===== config.mk =====
export PLATFORM = sky130hd
export DESIGN_NAME = sync_sr_bank
export DESIGN_NICKNAME = d
export VERILOG_FILES = /design/src/rtl/sr_bank_pkg.sv /design/src/rtl/sync_filter.sv /design/src/rtl/sync_sr_bank.sv
export SDC_FILE = /design/constraint.sdc
export NUM_CORES = 1
export LEC_CHECK = 0
export CELL_PAD_IN_SITES_DETAIL_PLACEMENT = 0
export CELL_PAD_IN_SITES_GLOBAL_PLACEMENT = 1
export CORE_MARGIN = 2
export CORE_UTILIZATION = 40
export CTS_CLUSTER_SIZE = 16
export DETAILED_ROUTE_END_ITERATION = 8
export GPL_TIMING_DRIVEN = 0
export PLACE_DENSITY_LB_ADDON = 0.05
export SYNTH_ARGS = -nofsm -noshare
export SYNTH_HDL_FRONTEND = slang
export SYNTH_SLANG_ARGS = --single-unit

===== constraint.sdc =====
create_clock -name clk -period 1.85 [get_ports clk]
set_input_delay 0.37 -clock clk [delete_from_list [all_inputs] [get_ports clk]]
set_output_delay 0.37 -clock clk [all_outputs]
set_load 0.02 [all_outputs]

===== src/rtl/sr_bank_pkg.sv =====
// Shared types and constants for the sync_sr_bank channel bank.
//   sr_state_t  : per-channel flag state (UNDEF, SET, CLR, ILLEGAL)
//   sr_pair_t   : accepted {S,R} request pair
//   MODE_*      : policy for the S=R=1 request
//   next_state(): state transition on an accepted pair
package sr_bank_pkg;

    typedef enum logic [1:0] {
        UNDEF   = 2'd0,
        SET     = 2'd1,
        CLR     = 2'd2,
        ILLEGAL = 2'd3
    } sr_state_t;

    typedef struct packed {
        logic s;
        logic r;
    } sr_pair_t;

    localparam int unsigned MODE_INVALID = 0;
    localparam int unsigned MODE_SET_DOM = 1;
    localparam int unsigned MODE_RST_DOM = 2;

    function automatic sr_state_t next_state(input sr_state_t   cur,
                                             input sr_pair_t    fp,
                                             input int unsigned mode);
        sr_state_t nxt;
        nxt = cur;
        case ({fp.s, fp.r})
            2'b10:   nxt = SET;
            2'b01:   nxt = CLR;
            2'b11: begin
                if (mode == MODE_SET_DOM)      nxt = SET;
                else if (mode == MODE_RST_DOM) nxt = CLR;
                else                           nxt = ILLEGAL;
            end
            default: nxt = cur;
        endcase
        return nxt;
    endfunction

endpackage


===== src/rtl/sync_filter.sv =====
// One channel's input conditioning: an S and an R synchroniser chain
// followed by a persistence filter on the synchronised pair.
//   clk     : system clock, rising edge
//   nReset  : asynchronous active-low reset
//   i_s     : asynchronous set request
//   i_r     : asynchronous reset request
//   o_fp    : accepted pair {s,r}; changes only after the synchronised pair
//             has been stable and different for FILTER consecutive clocks
module sync_filter
    import sr_bank_pkg::*;
#(
    parameter int unsigned SYNC_STAGES = 2,
    parameter int unsigned FILTER      = 2
) (
    input  logic       clk,
    input  logic       nReset,
    input  logic       i_s,
    input  logic       i_r,
    output logic [1:0] o_fp
);

    localparam int unsigned CW = $clog2(FILTER + 1);

    logic [SYNC_STAGES-1:0] r_s_sync;
    logic [SYNC_STAGES-1:0] r_r_sync;
    sr_pair_t               r_fp;
    sr_pair_t               r_cand;
    logic [CW-1:0]          r_cnt;

    sr_pair_t               w_sync;
    logic [CW-1:0]          w_cnt_next;

    assign w_sync.s = r_s_sync[SYNC_STAGES-1];
    assign w_sync.r = r_r_sync[SYNC_STAGES-1];

    // A zero count means no candidate is being timed, so r_cand is stale
    // and the count restarts at 1 just as it does when the pair changes.
    always_comb begin
        w_cnt_next = CW'(1);
        if ((r_cnt != '0) && (w_sync == r_cand))
            w_cnt_next = r_cnt + CW'(1);
    end

    always_ff @(posedge clk or negedge nReset) begin
        if (!nReset) begin
            r_s_sync <= '0;
            r_r_sync <= '0;
            r_fp     <= '0;
            r_cand   <= '0;
            r_cnt    <= '0;
        end else begin
            r_s_sync <= {r_s_sync[SYNC_STAGES-2:0], i_s};
            r_r_sync <= {r_r_sync[SYNC_STAGES-2:0], i_r};
            if (w_sync == r_fp) begin
                r_cnt <= '0;
            end else if (w_cnt_next == CW'(FILTER)) begin
                r_fp  <= w_sync;
                r_cnt <= '0;
            end else begin
                r_cand <= w_sync;
                r_cnt  <= w_cnt_next;
            end
        end
    end

    assign o_fp = r_fp;

endmodule


===== src/rtl/sync_sr_bank.sv =====
// N-channel bank of clocked SR flags fed by asynchronous S/R requests.
// Each channel synchronises and filters its request pair, then runs a
// small state machine whose registered outputs drive Q/notQ.
//   clk     : system clock, rising edge
//   nReset  : asynchronous active-low reset
//   S, R    : asynchronous set/reset requests, one bit per channel
//   err_clr : synchronous pulse clearing every sticky err bit
//   Q, notQ : registered flag and complement (0/0 when UNDEF or ILLEGAL)
//   err     : sticky per-channel S=R=1 flag (MODE_INVALID only)
module sync_sr_bank
    import sr_bank_pkg::*;
#(
    parameter int unsigned N           = 4,
    parameter int unsigned SYNC_STAGES = 2,
    parameter int unsigned FILTER      = 2,
    parameter int unsigned MODE        = 0
) (
    input  logic         clk,
    input  logic         nReset,
    input  logic [N-1:0] S,
    input  logic [N-1:0] R,
    input  logic         err_clr,
    output logic [N-1:0] Q,
    output logic [N-1:0] notQ,
    output logic [N-1:0] err
);

    sr_pair_t  w_fp    [N];
    sr_state_t r_state [N];
    logic [N-1:0] r_q;
    logic [N-1:0] r_nq;
    logic [N-1:0] r_err;

    for (genvar g = 0; g < N; g++) begin : g_ch
        logic [1:0] w_fp_raw;

        sync_filter #(
            .SYNC_STAGES (SYNC_STAGES),
            .FILTER      (FILTER)
        ) u_sync_filter (
            .clk    (clk),
            .nReset (nReset),
            .i_s    (S[g]),
            .i_r    (R[g]),
            .o_fp   (w_fp_raw)
        );

        assign w_fp[g] = sr_pair_t'(w_fp_raw);
    end

    // Q/notQ are decoded from the next state so they land on the same edge
    // as the state register rather than one clock later.
    always_ff @(posedge clk or negedge nReset) begin
        if (!nReset) begin
            for (int unsigned i = 0; i < N; i++) r_state[i] <= UNDEF;
            r_q   <= '0;
            r_nq  <= '0;
            r_err <= '0;
        end else begin
            for (int unsigned i = 0; i < N; i++) begin
                sr_state_t nxt;
                nxt        = next_state(r_state[i], w_fp[i], MODE);
                r_state[i] <= nxt;
                r_q[i]     <= (nxt == SET);
                r_nq[i]    <= (nxt == CLR);
                // Setting takes priority over a coincident err_clr.
                if ((MODE == MODE_INVALID) && w_fp[i].s && w_fp[i].r)
                    r_err[i] <= 1'b1;
                else if (err_clr)
                    r_err[i] <= 1'b0;
            end
        end
    end

    assign Q    = r_q;
    assign notQ = r_nq;
    assign err  = r_err;

endmodule


==> results_dict.tcl, run 1 <==
set metrics [dict create \
    run_status "finished, final reports clean" \
    root_buffer "clkbuf_8" \
    cts_tree "done" \
    grt_max_degree 43 \
    dpl.hpwl_um 2340 \
    row_count 27 \
    area_delta_synth_final_pct 25.2 \
    cp_max_fo 2 \
    worstHoldStart "g_ch[2].u_sync_filter.r_r_sync[0]$_DFF_PN0_" \
    worst_pin_slew_ps 447 \
    yosys.area_share.adder_pct 2.21 \
    yosys.area_share.simple_pct 10.0 \
    syn_nets 193 \
    worst_setup_path_start_kind "register" \
    clockBufferDepth 2 \
    max_freq_mhz 598 \
    vias 1366 \
    first_pass_iters 4 \
    initialDrtViolationCount 19 \
    grt_overflow_total 0 \
    diodes 0 \
    routedWlPerCell_um 11.7 \
    fin_hold_ws_ps 351 \
    hold_class "reg2reg" \
    ff2ff_path_depth 5 \
    grt_pass1_vias 1481 \
    nets 228 \
    slowest_stage "clkdlybuf4s50_1" \
    ys_types 18 \
    floorplan.die.width_um 79.3 \
    crit_type "reg2out" \
    timing.rr.end "g_ch[2].u_sync_filter.o_fp[0]$_DFFE_PN0P_" \
    synthMuxAreaShare_pct 3.97 \
    boundaryPins 23 \
    dieArea_mm2 0.00629 \
    finalCriticalPeriod_ps 1670 \
    synth_top_family_by_area "simple AND/OR/NAND/NOR gates" \
    drv_slew 0 \
    core_mm2 0.00551 \
    cp.arrival_ps 1300 \
    end_kind "output port" \
    cts.reportedPaths.clkPinSlew_ps 70 \
    synth_xor_area_share_pct 6.18 \
    gp_congestion 0.688 \
    crit_chain "clkdlybuf4s50_1" \
    postCtsSetupBuffers 0 \
    ys_ff_latch 60 \
    clock_latency_ps 330 \
    holdPathStages 0 \
    place.port_buffers 22 \
    hold_viol 0 \
    grt_pass1_wl_um 6260 \
    synthCells 178 \
    viasPerCell 4.71 \
    required_ps 1480 \
    cp_num_buf_inv 1 \
    syn_area_mm2 0.00227 \
    cts_max_level 3 \
    cts_made_buffers 9 \
    peakVddDrop_mv 0.809 \
    clock_skew_ps 4.65 \
    r2r-start "g_ch[2].u_sync_filter.r_cnt[0]$_DFF_PN0_" \
    avgSynthCellArea_um2 12.7 \
    setup_viol 0 \
    drv_cap 0 \
    drc 0 \
    path_delay_family "buffers and inverters" \
    rsz0062_at_grt "false" \
    antenna_found_initial 0 \
    leakage_nw 1.30 \
    period_share_pct 90.3 \
    clkSinkCount 60 \
    grt_use_total_pct 13.3 \
    die_y_um 79.3 \
    postLayoutCoreUtil_pct 51.5 \
    synth_compound_area_share_pct 7.73 \
    slowest_delay_ps 610 \
    ant_nets 0 \
    cts.repair.resized 0 \
    ys_warn_count 0 \
    start_util_pct 41.2 \
    holdBufCountCts 1 \
    ff2ff_setup_slack_ps 230 \
    wl_um 3400 \
    ys_seq_area_share_pct 66.2 \
    holdPathEnd "g_ch[2].u_sync_filter.r_r_sync[1]$_DFF_PN0_" \
    max_slew_margin_pct 70.2 \
    drive_gt1_share_pct 10.6 \
    power_density_mw_per_mm2 1730 \
]
## per-stage QoR
stage	instances	TNS, ps	cell area, um^2	setup slack, ps	total power, mW
2_1_floorplan	178	0	2270	374	3.08
3_3_place_gp	272	-81550	2580	-1360	3.52
3_5_place_dp	273	0	2590	253	3.58
4_1_cts	290	0	2840	147	4.97
5_1_grt	290	0	2840	77.0	5.26
6_report	290	0	2840	179	4.90
## worst max path at each step
stage                     cells past startpoint                                          end                                     start
final                                         1                                       err[3]                        err[3]$_DFFE_PN0P_
after global routing                          5    g_ch[2].u_sync_filter.o_fp[1]$_DFFE_PN0P_  g_ch[2].u_sync_filter.r_cnt[0]$_DFF_PN0_
after CTS                                     1                                       err[3]                        err[3]$_DFFE_PN0P_
after detailed placement                      5    g_ch[1].u_sync_filter.o_fp[0]$_DFFE_PN0P_  g_ch[1].u_sync_filter.r_cnt[0]$_DFF_PN0_
after global placement                        1  g_ch[2].u_sync_filter.r_r_sync[0]$_DFF_PN0_                                    nReset
after floorplan                               5    g_ch[1].u_sync_filter.o_fp[0]$_DFFE_PN0P_  g_ch[1].u_sync_filter.r_cnt[0]$_DFF_PN0_
## cells by family (layout without fill, tap and decap cells)
group / count (synthesis) / count (layout)
muxes: 8 / 8
and+or+nand+nor: 38 / 38
AOI/OAI and AO/OA: 30 / 30
xor gates and xnor gates: 16 / 16
buffers and inverters: 22 / 62
DFF: 60 / 60
adders and majority gates: 4 / 4
## sequential cells by signal (all words and copies together) (netlist names)
| signal | flops |
|---|---|
| g_ch.u_sync_filter.o_fp | 8 |
| g_ch.u_sync_filter.r_cand | 8 |
| g_ch.u_sync_filter.r_cnt | 8 |
| g_ch.u_sync_filter.r_r_sync | 8 |
| g_ch.u_sync_filter.r_s_sync | 8 |
| r_state | 8 |
| Q | 4 |
| err | 4 |
| notQ | 4 |
## area by class of cell
class	count	area, um^2
fillers	503	2670
flip-flops and latches	60	1500
multi-input cells	96	683
repair buffers	24	245
clock buffers	12	165
well taps	72	90.1
inverters	22	82.6
clock inverters	4	70.1
## where the power goes
| group | total [mW] | internal, mW | switching, mW |
|---|---|---|---|
| clock network | 1.36 | 0.864 | 0.494 |
| registers | 2.05 | 1.76 | 0.295 |
| logic | 1.49 | 0.709 | 0.781 |
## synthesized netlist by cell type
cell | n | area [um^2]
mux2_1 | 7 | 78.8
a21oi_1 | 6 | 30.0
nor2b_1 | 8 | 50.1
nor2_1 | 6 | 22.5
nor4_4 | 2 | 42.5
nand2_1 | 10 | 37.5
xor2_1 | 16 | 140
nor3_1 | 6 | 30.0
o21ai_0 | 12 | 60.1
mux2_2 | 1 | 11.3
ha_1 | 4 | 50.1
o22ai_1 | 4 | 25.0
a21o_1 | 8 | 60.1
dfrtp_1 | 60 | 1500
inv_1 | 22 | 82.6
nor4bb_1 | 2 | 20.0
and3_1 | 2 | 12.5
nor2_2 | 2 | 12.5
## layout by cell type (no fill, tap or decap)
master and count:
nor2_1 6, xor2_1 16, and3_1 2, bufinv_16 2, nor2b_1 8, o21ai_0 12, clkdlybuf4s50_1 21, nor2_2 2
a21o_1 8, mux2_2 1, clkbuf_8 12, nor4_4 2, a21oi_1 6, buf_2 1, mux2_1 7, inv_1 22
o22ai_1 4, dfrtp_1 60, clkinv_2 2, dlygate4sd3_1 1, nor4bb_1 2, ha_1 4, buf_12 1, nor3_1 6
nand2_1 10
## per-layer routing
layer / up-vias / GRT usage, % / part of all wire [%]
li1: 655 / - / -
met5: - / 0 / 0
met4: 0 / 10.3 / 2.9
met3: 9 / 3.75 / 3.8
met1: 675 / 15.6 / 48
met2: 27 / 20.3 / 45
No activity file was read; power rests on OpenSTA's default activity.
==> run 2, diff against run 1 <==
--- a/config.mk
+++ b/config.mk
@@ -8,7 +8,7 @@
 export CELL_PAD_IN_SITES_DETAIL_PLACEMENT = 0
 export CELL_PAD_IN_SITES_GLOBAL_PLACEMENT = 1
 export CORE_MARGIN = 2
-export CORE_UTILIZATION = 40
+export CORE_UTILIZATION = 23
 export CTS_CLUSTER_SIZE = 16
 export DETAILED_ROUTE_END_ITERATION = 8
 export GPL_TIMING_DRIVEN = 0
==> run 2 against run 1 <==
Net effect:
- sequential share of layout area shrank 0.60 points
- worst hold slack lost 310 ps
- non-clock buffer count shrank 1
- clock power shrank 14%
- register-to-register slack is essentially flat
- total power shrank 4.0%
- clock skew grew 4.3 ps
- largest power group unchanged
==> results_dict.tcl, run 2 (synthesis results as in run 1) <==
set metrics [dict create \
    max_slew_margin_pct 62.0 \
    crit_chain "clkdlybuf4s50_1" \
    hold_viol 0 \
    period_share_pct 89.4 \
    vias 1340 \
    final_cell_mix "dfrtp_1, inv_1, clkdlybuf4s50_1, xor2_1, o21ai_0" \
    holdBufCountCts 0 \
    total_power_mw 4.70 \
    path_delay_family "buffers and inverters" \
    clkSinkCount 60 \
    clock_latency_ps 330 \
    ff2ff_path_depth 5 \
    row_count 36 \
    gp_congestion 0.695 \
    timing.rr.end "g_ch[2].u_sync_filter.o_fp[0]$_DFFE_PN0P_" \
    floorplan.die.width_um 103 \
    cp_max_fo 2 \
    worst_pin_slew_ps 570 \
    fin_hold_ws_ps 36.8 \
    cts_made_buffers 9 \
    final_area_mm2 0.00287 \
    finalNonFillerCells 350 \
    postCtsSetupBuffers 0 \
    dp.cells 334 \
    clockBufferDepth 2 \
    boundaryPins 23 \
    slowest_stage "clkdlybuf4s50_1" \
    peakVddDrop_mv 0.420 \
    layout_commonest_cell "dfrtp_1" \
    dpl_cell_area_mm2 0.00267 \
    start_util_pct 23.4 \
    grt_use_total_pct 8.39 \
    cp_num_buf_inv 1 \
    viasPerCell 3.83 \
    grt_overflow_total 0 \
    cts_tree "done" \
    nets 227 \
    drc 0 \
    core_mm2 0.00968 \
    rsz0062_at_grt "false" \
    end_kind "output port" \
    first_pass_iters 4 \
    drv_slew 0 \
    ff2ff_setup_slack_ps 240 \
    fin_ws_ps 196 \
    wl_um 3660 \
    initialDrtViolationCount 29 \
    leakage_nw 1.29 \
    power_density_mw_per_mm2 1640 \
    finalCriticalPeriod_ps 1650 \
    slowest_delay_ps 600 \
    grt_max_degree 37 \
    worst_setup_path_start_kind "register" \
    cts.repair.resized 0 \
    clock_skew_ps 8.99 \
    grt_pass1_vias 1370 \
    grt_pass1_wl_um 6450 \
    ant_nets 0 \
    required_ps 1480 \
    drv_cap 0 \
    place_ws_ps 233 \
    die_y_um 103 \
    dpl.hpwl_um 2630 \
    drive_gt1_share_pct 10.6 \
    hold_class "in2async" \
    place.port_buffers 22 \
    diodes 0 \
    cts_max_level 3 \
    cp.arrival_ps 1280 \
    routedWlPerCell_um 10.5 \
    run_status "finished, final reports clean" \
    max_freq_mhz 604 \
    cts.reportedPaths.clkPinSlew_ps 60 \
    antenna_found_initial 0 \
    crit_type "reg2out" \
    dieArea_mm2 0.0107 \
    root_buffer "clkbuf_8" \
    setup_viol 0 \
    r2r-start "g_ch[2].u_sync_filter.r_cnt[0]$_DFF_PN0_" \
    area_delta_synth_final_pct 26.6 \
]
==> run 2: worst max path at each step <==
stage,slack [ps],from,to,depth (start not counted)
2_1_floorplan,370,g_ch[1].u_sync_filter.r_cnt[0]$_DFF_PN0_,g_ch[1].u_sync_filter.o_fp[0]$_DFFE_PN0P_,5
5_1_grt,90,g_ch[1].u_sync_filter.r_cnt[0]$_DFF_PN0_,g_ch[1].u_sync_filter.o_fp[0]$_DFFE_PN0P_,5
6_report,200,err[0]$_DFFE_PN0P_,err[0],1
3_3_place_gp,-1540,nReset,r_state[2]$_DFF_PN0_,1
3_5_place_dp,230,g_ch[2].u_sync_filter.r_cnt[0]$_DFF_PN0_,g_ch[2].u_sync_filter.o_fp[0]$_DFFE_PN0P_,5
4_1_cts,150,err[0]$_DFFE_PN0P_,err[0],1
==> run 2: power by group <==
part           internal, mW  switching (mW)
sequential             1.76           0.286
clock                 0.685           0.484
combinational         0.708           0.785
==> run 2: layout make-up <==
class / count / area (um^2)
Timing Repair Buffer: 23 / 235
Inverter: 22 / 82.6
Sequential cell: 60 / 1500
Tap cell: 133 / 166
Multi-Input combinational cell: 96 / 683
Fill cell: 1002 / 6810
Clock buffer: 11 / 151
Clock inverter: 5 / 50.0
==> run 2: through the flow <==
| stage | util [%] | TNS (ps) |
|---|---|---|
| 3_3_place_gp | 27.4 | -92230 |
| 4_1_cts | 29.6 | 0 |
| 6_report | 29.6 | 0 |
| 3_5_place_dp | 27.6 | 0 |
| 2_1_floorplan | - | 0 |
| 5_1_grt | 29.6 | 0 |
==> run 2: layer usage <==
metal | vias to the layer above | routed length [um] | part of all wire (%) | track usage [%]
li1 | 658 | - | - | -
met3 | 8 | 172 | 4.7 | 2.82
met4 | 0 | 99 | 2.7 | 6.68
met1 | 644 | 1810 | 49 | 10.5
met5 | - | 0 | 0 | 0
met2 | 30 | 1580 | 43 | 11.7
